### src/rtl/uart_boot_loader_pkg.sv
// Shared definitions for the UART boot loader.
//   state_t      : loader FSM encoding
//   ACK_BYTE     : reply byte for a frame that loaded cleanly
//   NAK_BYTE     : reply byte for a bad length or checksum
//   is_intake()  : states in which bytes are popped from the rx FIFO
package uart_boot_loader_pkg;

  typedef enum logic [2:0] {
    ST_LEN0,
    ST_LEN1,
    ST_DATA,
    ST_CHK,
    ST_ACK,
    ST_NAK,
    ST_RUN
  } state_t;

  localparam logic [7:0] ACK_BYTE = 8'h06;
  localparam logic [7:0] NAK_BYTE = 8'h15;

  function automatic logic is_intake(input state_t s);
    return (s == ST_LEN0) || (s == ST_LEN1) || (s == ST_DATA) || (s == ST_CHK);
  endfunction

endpackage

### src/rtl/uart_boot_loader_word_packer.sv
// boot_word_packer: assembles little-endian bytes into a 32-bit word.
//   clk       in   system clock
//   byte_vld  in   byte_in is accepted this cycle
//   byte_in   in   incoming byte
//   lane      in   byte lane 0..3 (lane 0 -> word[7:0])
//   word      out  held word with the current byte merged into its lane
//   done      out  byte_vld on lane 3: word is complete this cycle
// The merged word is combinational so the parent can register it into the
// RAM write port on the same edge that accepts the fourth byte.
module boot_word_packer (
  input  logic        clk,
  input  logic        byte_vld,
  input  logic [7:0]  byte_in,
  input  logic [1:0]  lane,
  output logic [31:0] word,
  output logic        done
);

  logic [31:0] word_p0;

  always_comb begin
    word = word_p0;
    case (lane)
      2'd0:    word[7:0]   = byte_in;
      2'd1:    word[15:8]  = byte_in;
      2'd2:    word[23:16] = byte_in;
      default: word[31:24] = byte_in;
    endcase
  end

  assign done = byte_vld && (lane == 2'd3);

  always_ff @(posedge clk) begin
    if (byte_vld) word_p0 <= word;
  end

endmodule

### src/rtl/uart_boot_loader.sv
// uart_boot_loader: receives a program image over the UART, writes it to RAM
// and holds the CPU in reset until a frame with a good checksum has loaded.
// Frame: LEN_LO, LEN_HI (word count N), 4*N data bytes LE, CHK = XOR of data.
//   clk, reset           system clock, synchronous active-high reset
//   rx_empty, rx_data    rx FIFO status and head byte
//   rd_uart              rx FIFO pop pulse
//   tx_full              tx FIFO full
//   wr_uart, tx_data     tx FIFO push pulse and ACK/NAK byte
//   mem_addr/wdata/we    RAM word write port (we is 0 or 4'hF)
//   cpu_reset            holds the CPU in reset until the image is accepted
//   busy                 a frame is in progress
//   err                  sticky: a NAK has been sent since reset
module uart_boot_loader
  import uart_boot_loader_pkg::*;
#(
  parameter int          ADDR_W = 11,
  parameter logic [7:0]  ACK    = ACK_BYTE,
  parameter logic [7:0]  NAK    = NAK_BYTE
) (
  input  logic              clk,
  input  logic              reset,
  input  logic              rx_empty,
  input  logic [7:0]        rx_data,
  output logic              rd_uart,
  input  logic              tx_full,
  output logic              wr_uart,
  output logic [7:0]        tx_data,
  output logic [ADDR_W-1:0] mem_addr,
  output logic [31:0]       mem_wdata,
  output logic [3:0]        mem_we,
  output logic              cpu_reset,
  output logic              busy,
  output logic              err
);

  localparam logic [16:0] MAX_WORDS = 17'd1 << ADDR_W;

  state_t      state, state_next;
  logic        take;
  logic [7:0]  n_lo;
  logic [15:0] n_words;
  logic [15:0] n_full;
  logic [16:0] cnt;
  logic [1:0]  lane;
  logic [7:0]  chk;
  logic        last_word;
  logic [31:0] word_next;
  logic        word_done;

  // A pop is only issued when none went out last cycle, so rx_empty has had a
  // cycle to reflect the previous pop and a stale head is never taken twice.
  assign take      = is_intake(state) && !rx_empty && !rd_uart;
  assign n_full    = {rx_data, n_lo};
  // 17-bit compare so N = 2**ADDR_W terminates exactly.
  assign last_word = (cnt + 17'd1) == {1'b0, n_words};

  boot_word_packer u_packer (
    .clk      (clk),
    .byte_vld (take && (state == ST_DATA)),
    .byte_in  (rx_data),
    .lane     (lane),
    .word     (word_next),
    .done     (word_done)
  );

  always_ff @(posedge clk) begin
    if (reset) state <= ST_LEN0;
    else       state <= state_next;
  end

  always_comb begin
    state_next = state;
    case (state)
      ST_LEN0: if (take) state_next = ST_LEN1;
      ST_LEN1: begin
        if (take) begin
          if (n_full == 16'd0)                state_next = ST_CHK;
          else if ({1'b0, n_full} > MAX_WORDS) state_next = ST_NAK;
          else                                 state_next = ST_DATA;
        end
      end
      ST_DATA: if (word_done && last_word) state_next = ST_CHK;
      ST_CHK:  if (take) state_next = (rx_data == chk) ? ST_ACK : ST_NAK;
      ST_ACK:  if (!tx_full) state_next = ST_RUN;
      ST_NAK:  if (!tx_full) state_next = ST_LEN0;
      ST_RUN:  state_next = ST_RUN;
      default: state_next = ST_LEN0;
    endcase
  end

  // Stage p0: handshake, RAM strobe and status outputs
  always_ff @(posedge clk) begin
    if (reset) begin
      rd_uart   <= 1'b0;
      wr_uart   <= 1'b0;
      tx_data   <= 8'h00;
      mem_we    <= 4'h0;
      mem_addr  <= '0;
      cpu_reset <= 1'b1;
      busy      <= 1'b0;
      err       <= 1'b0;
    end else begin
      rd_uart <= take;
      wr_uart <= 1'b0;
      mem_we  <= 4'h0;
      if ((state == ST_LEN0) && take) busy <= 1'b1;
      if (word_done) begin
        mem_we   <= 4'hF;
        mem_addr <= cnt[ADDR_W-1:0];
      end
      if ((state == ST_ACK) && !tx_full) begin
        wr_uart <= 1'b1;
        tx_data <= ACK;
        busy    <= 1'b0;
      end
      if ((state == ST_NAK) && !tx_full) begin
        wr_uart <= 1'b1;
        tx_data <= NAK;
        err     <= 1'b1;
        busy    <= 1'b0;
      end
      if (state == ST_RUN) begin
        cpu_reset <= 1'b0;
        busy      <= 1'b0;
      end
    end
  end

  // Stage p0: frame datapath (initialised from the length bytes, no reset)
  always_ff @(posedge clk) begin
    if ((state == ST_LEN0) && take) n_lo <= rx_data;
    if ((state == ST_LEN1) && take) begin
      n_words <= n_full;
      cnt     <= '0;
      lane    <= 2'd0;
      chk     <= 8'h00;
    end
    if ((state == ST_DATA) && take) begin
      chk  <= chk ^ rx_data;
      lane <= lane + 2'd1;
      if (word_done) cnt <= cnt + 17'd1;
    end
    if (word_done) mem_wdata <= word_next;
  end

endmodule

### config.mk
export PLATFORM = sky130hd
export DESIGN_NAME = uart_boot_loader
export DESIGN_NICKNAME = d
export VERILOG_FILES = /design/src/rtl/uart_boot_loader_pkg.sv /design/src/rtl/uart_boot_loader_word_packer.sv /design/src/rtl/uart_boot_loader.sv
export SDC_FILE = /design/constraint.sdc
export NUM_CORES = 1
export LEC_CHECK = 0
export ABC_AREA = 1
export CORE_ASPECT_RATIO = 0.7
export CORE_MARGIN = 1.5
export CORE_UTILIZATION = 45
export DETAILED_ROUTE_END_ITERATION = 10
export GPL_ROUTABILITY_DRIVEN = 0
export PLACE_DENSITY = 0.76
export REMOVE_ABC_BUFFERS = 1
export SYNTH_ARGS = -nofsm -noshare
export SYNTH_HDL_FRONTEND = slang
export SYNTH_HIERARCHICAL = 1
export SYNTH_SLANG_ARGS = --single-unit
export TNS_END_PERCENT = 100
### constraint.sdc
create_clock -name clk -period 8.8 [get_ports clk]
set_input_delay 1.76 -clock clk [delete_from_list [all_inputs] [get_ports clk]]
set_output_delay 1.76 -clock clk [all_outputs]
set_load 0.02 [all_outputs]
---- Word-level counts from Yosys, hierarchy flattened ----
Cells that the tools add are included.
storage, ports and cells
  bits in registers ....................... 142
  input bits .............................. 12
  output and inout port bits .............. 60
  word-level logic and storage cells ...... 88
cells by class
  add/subtract/negate cells ............... 2
  magnitude comparators ................... 1
  eq/ne operators ......................... 17
  mux-type cells .......................... 26
  bitwise logic cells ..................... 1
  reductions and logical operators ........ 24
operator list
  kind                     count
  $mux W17                 3
  $mux W8                  6
  $mux W3                  8
  $pmux W3 S7              1
  $add A17 B1 Y17 const B  1
  $eq A17 B16 Y1           1
  $gt A16 B12 Y1 const B   1
  $logic_not A16 Y1        1
  $mux W5                  2
  $ne A2 B2 Y1 const B     5
  $eq A3 B3 Y1 const B     3
  $logic_and A1 B1 Y1      9
  $eq A8 B8 Y1             1
  $xor A8 B8 Y8            1
  $eq A3 B2 Y1 const B     2
  $reduce_and A6 Y1        1
  $eq A2 B2 Y1 const B     2
  $mux W2                  2
  $mux W4                  1
  $reduce_bool A2 Y1       2
  $reduce_or A4 Y1         1
  $eq A3 B1 Y1 const B     1
  $logic_not A1 Y1         3
  $logic_not A3 Y1         1
  other kinds (8)          12

---- Logic depth before layout (Yosys ltp) ----
  depth after elaboration ................. 11
  gate-level depth with buffers ........... 18

---- By module ----
The synthesis kept the hierarchy.
modules (own cells, without submodules)
  module            instances  cells an instance  area each (µm²)
  uart_boot_loader  1          429                4384.2
  boot_word_packer  1          142                1483.9

---- Worst setup path after synthesis ----
OpenSTA, ideal clock, no wires.
  path kind ............................... input -> register
  from .................................... in rx_empty
  to ...................................... reg cnt[2]
  data arrival time ....................... 5.619 ns
  required time ........................... 8.672 ns
  path slack .............................. 3.053 ns
  stages on the path ...................... 9
  buffers on the path ..................... 1
  cells stage by stage .................... nor3_1 > inv_2 > nor2_2 > inv_1 > nor2_1 > nand2_1 > nand2_1 > buf_2 > o22ai_1
on the way
  cells in the longest elaborated chain, start to end .. 7
ends and longest elaborated chain
  what                              RTL line                            RTL
  start, declared                   uart_boot_loader.sv:22              input logic rx_empty,
  $logic_not A1 Y1                  uart_boot_loader.sv:52              assign take = is_intake(state) && !rx_empty && !rd_uart;
  $logic_and A1 B1 Y1 (2 in a row)  uart_boot_loader.sv:52
  $logic_and A1 B1 Y1               uart_boot_loader.sv:59              .byte_vld (take && (state == ST_DATA)),
  $logic_and A1 B1 Y1               uart_boot_loader_word_packer.sv:31  assign done = byte_vld && (lane == 2'd3);
  named net word_done               uart_boot_loader.sv:48              logic word_done;
  $mux W17                          uart_boot_loader.sv:141             if (word_done) cnt <= cnt + 17'd1;
  $mux W17                          uart_boot_loader.sv:138             if ((state == ST_DATA) && take) begin
  end signal, assigned              uart_boot_loader.sv:141
  end, declared                     uart_boot_loader.sv:43              logic [16:0] cnt;
The timed path passes the listed nets, and every way through them passes these cells.
A chain may end at the register's enable or synchronous reset.

---- Final worst setup path ----
  from .................................... in rx_empty
  to ...................................... reg state[0]
on the way
  cells in the longest elaborated chain, start to end .. 8
ends and longest elaborated chain
  what                              RTL line                            RTL
  $logic_not A1 Y1                  uart_boot_loader.sv:52
  $logic_and A1 B1 Y1 (2 in a row)  uart_boot_loader.sv:52
  $logic_and A1 B1 Y1               uart_boot_loader.sv:59
  $logic_and A1 B1 Y1               uart_boot_loader_word_packer.sv:31
  named net word_done               uart_boot_loader.sv:48
  $logic_and A1 B1 Y1               uart_boot_loader.sv:82              ST_DATA: if (word_done && last_word) state_next = ST_CHK;
  $ne A2 B1 Y1 (no line)            --
  $reduce_and A6 Y1 (no line)       --
  end signal, assigned              uart_boot_loader.sv:68              else state <= state_next;
  end, declared                     uart_boot_loader.sv:38              state_t state, state_next;
The timed path passes the listed nets, and every way through them passes these cells.

==> results.cfg <==
[outcome]
status = finished with violations
violations = design-rule violations

[place]
place_ws_ns = 4.003
io_buffers = 67
hpwl_um = 8206

[global_route]
antenna_found_initial = 0
overflow = 0
grt_pass1_wl_um = 20670
grt_max_degree = 57
track_usage = 0.1972
grt_pass1_vias = 4180

[synth]
synth_warnings = 6
yosysSeqAreaShare = 0.6380
ys_ff_latch = 138
synth_ff_type = edfxtp_1
synthXorXnorAreaFrac = 0.02708
ys_types = 35
synth_adder_area_share = 0.002132
synthTopCellsByArea = edfxtp_1, dfxtp_1, nand2_1
synth.cell_area_um2 = 5868
synth_most_common_cell = nand2_1
muxShareOfSynthArea = 0
synth-edff-count = 98
synth-simple-area-share = 0.2171
synthTopCellsByCount = nand2_1, edfxtp_1, nand3_1, nor2_1
yosysTopAreaCell = edfxtp_1
synth_top_family_by_area = simple AND/OR/NAND/NOR gates
synthArstFlopShare = 0
synth.avg_cell_area_um2 = 10.28
syn_inst = 571
synth_compound_gate_area_share = 0.05778
yosysTopAreaCellShare = 0.5015

[drt]
vias = 4349
viasPerCell = 5.330
route.detailed.wl_per_inst_um = 15.82
routed_wl_um = 12910
route.detailed.drc = 4
antenna_left = 0
drtIter0Drc = 373
drt_first_pass_iters = 11

[critical_path]
slowest_delay_ns = 0.56
critPathArrivalTime_ns = 4.76
crit_start = rx_empty
r2r_cells = 13
reg2reg_setup_slack_ns = 5.62
worstSetupEndpoint = state[0]$_SDFFE_PP0P_
end_kind = flip-flop
cp.depth = 18
critPathLaunchType = input pin
reg2reg_to = state[0]$_SDFFE_PP0P_
rr_startpoint = lane[0]$_SDFFCE_PN0P_
required_ns = 9.15
path_buf_inv = 5
critical_path_class = input pin to flip-flop
critPathSlowestCell = buf_4
path_cells = clkdlybuf4s50_1, nor3_1, inv_2, nor2_4, buf_4, inv_1, nor2_4, buf_4, nand3_1, nor2_1, nand3_1, nor2_1, nand2_1, nand2_2, nand2_2, nand2_1, nand2_1, nor2_1
critPathMaxFanout = 56
worst_path_dominant_cell_family = buffers and inverters

[clock_tree]
clk_pin_slew_ns = 0.06
clockRootBuffer = clkbuf_16
post_cts_resized = 0
htree_levels = 4
cts_buffers = 17
cts_tree = done
clock_latency_ns = 0.42
cts_buffer_depth = 2
postCtsSetupRepairBufs = 0
clock_sinks = 138
holdBufCountCts = 0

[timing]
fin_ws_ns = 4.391
slew_violations = 0
finalSetupTns_ns = 0
relSlewSlack = 0.2615
setup_viol = 0
tightest_slew_ns = 1.108
fmax_mhz = 226.8
hold_viol = 0
rsz0062_at_grt = no
fin_crit_sh = 0.5010
clock_skew_ns = 0.008654
fin_crit_ns = 4.409

[finish]
antenna_cells = 0
area_growth_pct = 23.84
drive_above_1_share = 0.09174
fin_nets = 654
nFillCells = 1020

[die]
rows = 34
start_util = 0.4676
core-area_um2 = 12550
die_x_um = 139.5
die_area_um2 = 13750
design.portCount = 72
chipHeight_um = 98.54

[run]
cap_violations = 0

[power]
leakagePower_nw = 2.726
ir_drop_mv = 0.1624
power_density_nw_per_um2 = 285.9

[min_path]
min_path_type = flip-flop to flip-flop
==> how the worst min path moves through the flow <==
stage / startpoint / to / slack (ns) / depth (start not counted)
2_1_floorplan: n_lo[0]$_DFFE_PP_ / n_words[0]$_DFFE_PP_ / 0.43 / 0
5_1_grt: n_lo[3]$_DFFE_PP_ / n_words[3]$_DFFE_PP_ / 0.45 / 0
6_report: n_lo[3]$_DFFE_PP_ / n_words[3]$_DFFE_PP_ / 0.45 / 0
3_5_place_dp: n_lo[3]$_DFFE_PP_ / n_words[3]$_DFFE_PP_ / 0.44 / 0
3_3_place_gp: n_lo[3]$_DFFE_PP_ / n_words[3]$_DFFE_PP_ / 0.44 / 0
4_1_cts: n_lo[3]$_DFFE_PP_ / n_words[3]$_DFFE_PP_ / 0.45 / 0
==> registers in the layout, indices dropped and copies added (netlist names), 3 cells and up <==
name              count
u_packer/word_p0     32
mem_wdata            32
chk                   8
n_lo                  8
tx_data               3
state                 3
mem_addr             11
cnt                  17
n_words              16
==> worst reg2reg max path, cell delays in order (launching register included) <==
cell	delay [ns]
edfxtp_1	1.08
nand2_2	0.37
nor2_4	0.18
buf_4	0.56
nand3_1	0.18
nor2_1	0.13
nand3_1	0.08
nor2_1	0.09
nand2_1	0.06
nand2_2	0.07
nand2_2	0.07
nand2_1	0.08
nand2_1	0.05
nor2_1	0.12
==> placed cells by master, fill, tap and decap left out, types with 3 or more instances in the layout <==
cell type        instances
inv_2                    6
nand3_1                 52
a21oi_1                 16
nor2_1                  49
nor2_2                   3
inv_1                   40
nor3_1                   6
dfxtp_1                 40
nor2_4                   6
o21ai_0                 21
nand2_2                  8
o21ai_1                  8
nor4_1                   3
o22ai_1                 13
nand2_1                141
edfxtp_1                98
inv_6                    4
conb_1                   4
xor2_1                   8
bufinv_16                4
clkdlybuf4s50_1         67
clkbuf_16               17
xnor2_1                  5
buf_4                    4
nand4_1                  7
nand3b_1                 5
==> cells by family after synthesis <==
logic type / after synthesis
AND/OR/NAND/NOR: 285
buffers and inverters: 69
flip-flops: 138
adder cells (fa/ha/maj): 1
other: 1
AO/OA/AOI/OAI: 62
XOR/XNOR: 15
==> through the flow <==
step / utilization / std cells / hold slack [ns] / total power [mW] / cell area [µm²]
after global placement: 0.5284 / 784 / 0.4371 / 1.292 / 6631
after floorplan: - / 551 / 0.4268 / 1.180 / 5715
after global routing: 0.5791 / 816 / 0.4531 / 2.173 / 7267
after detailed placement: 0.5284 / 784 / 0.4358 / 1.312 / 6631
final: 0.5791 / 816 / 0.4503 / 2.078 / 7267
after CTS: 0.5791 / 816 / 0.4500 / 2.084 / 7267
==> power by group <==
part	total (mW)	leakage (nW)	switching [mW]	internal [mW]
Sequential	0.921	1.22	0.0903	0.831
Clock	0.766	0.307	0.285	0.481
Combinational	0.390	1.20	0.251	0.139
Total	2.08	2.73	0.626	1.45
==> layer usage <==
metal / GRT usage / wire [µm] / share of wire / up-vias
met5: 0 / 0 / 0 / -
met4: 0.09002 / 291 / 0.023 / 0
met3: 0.05248 / 1020 / 0.079 / 29
met2: 0.2947 / 5722 / 0.44 / 197
met1: 0.2711 / 5874 / 0.46 / 2050
li1: - / - / - / 2073
==> area by class of cell <==
class	count	area, µm²	share of cell area
clock buffers	18	429.2	0.05906
clock inverters	14	206.4	0.02841
inverters	46	172.7	0.02376
multi-input cells	367	1812	0.2493
flip-flops and latches	138	3744	0.5152
well taps	162	202.7	0.02789
repair buffers	71	700.7	0.09642
(Power assumes the default switching activity.)
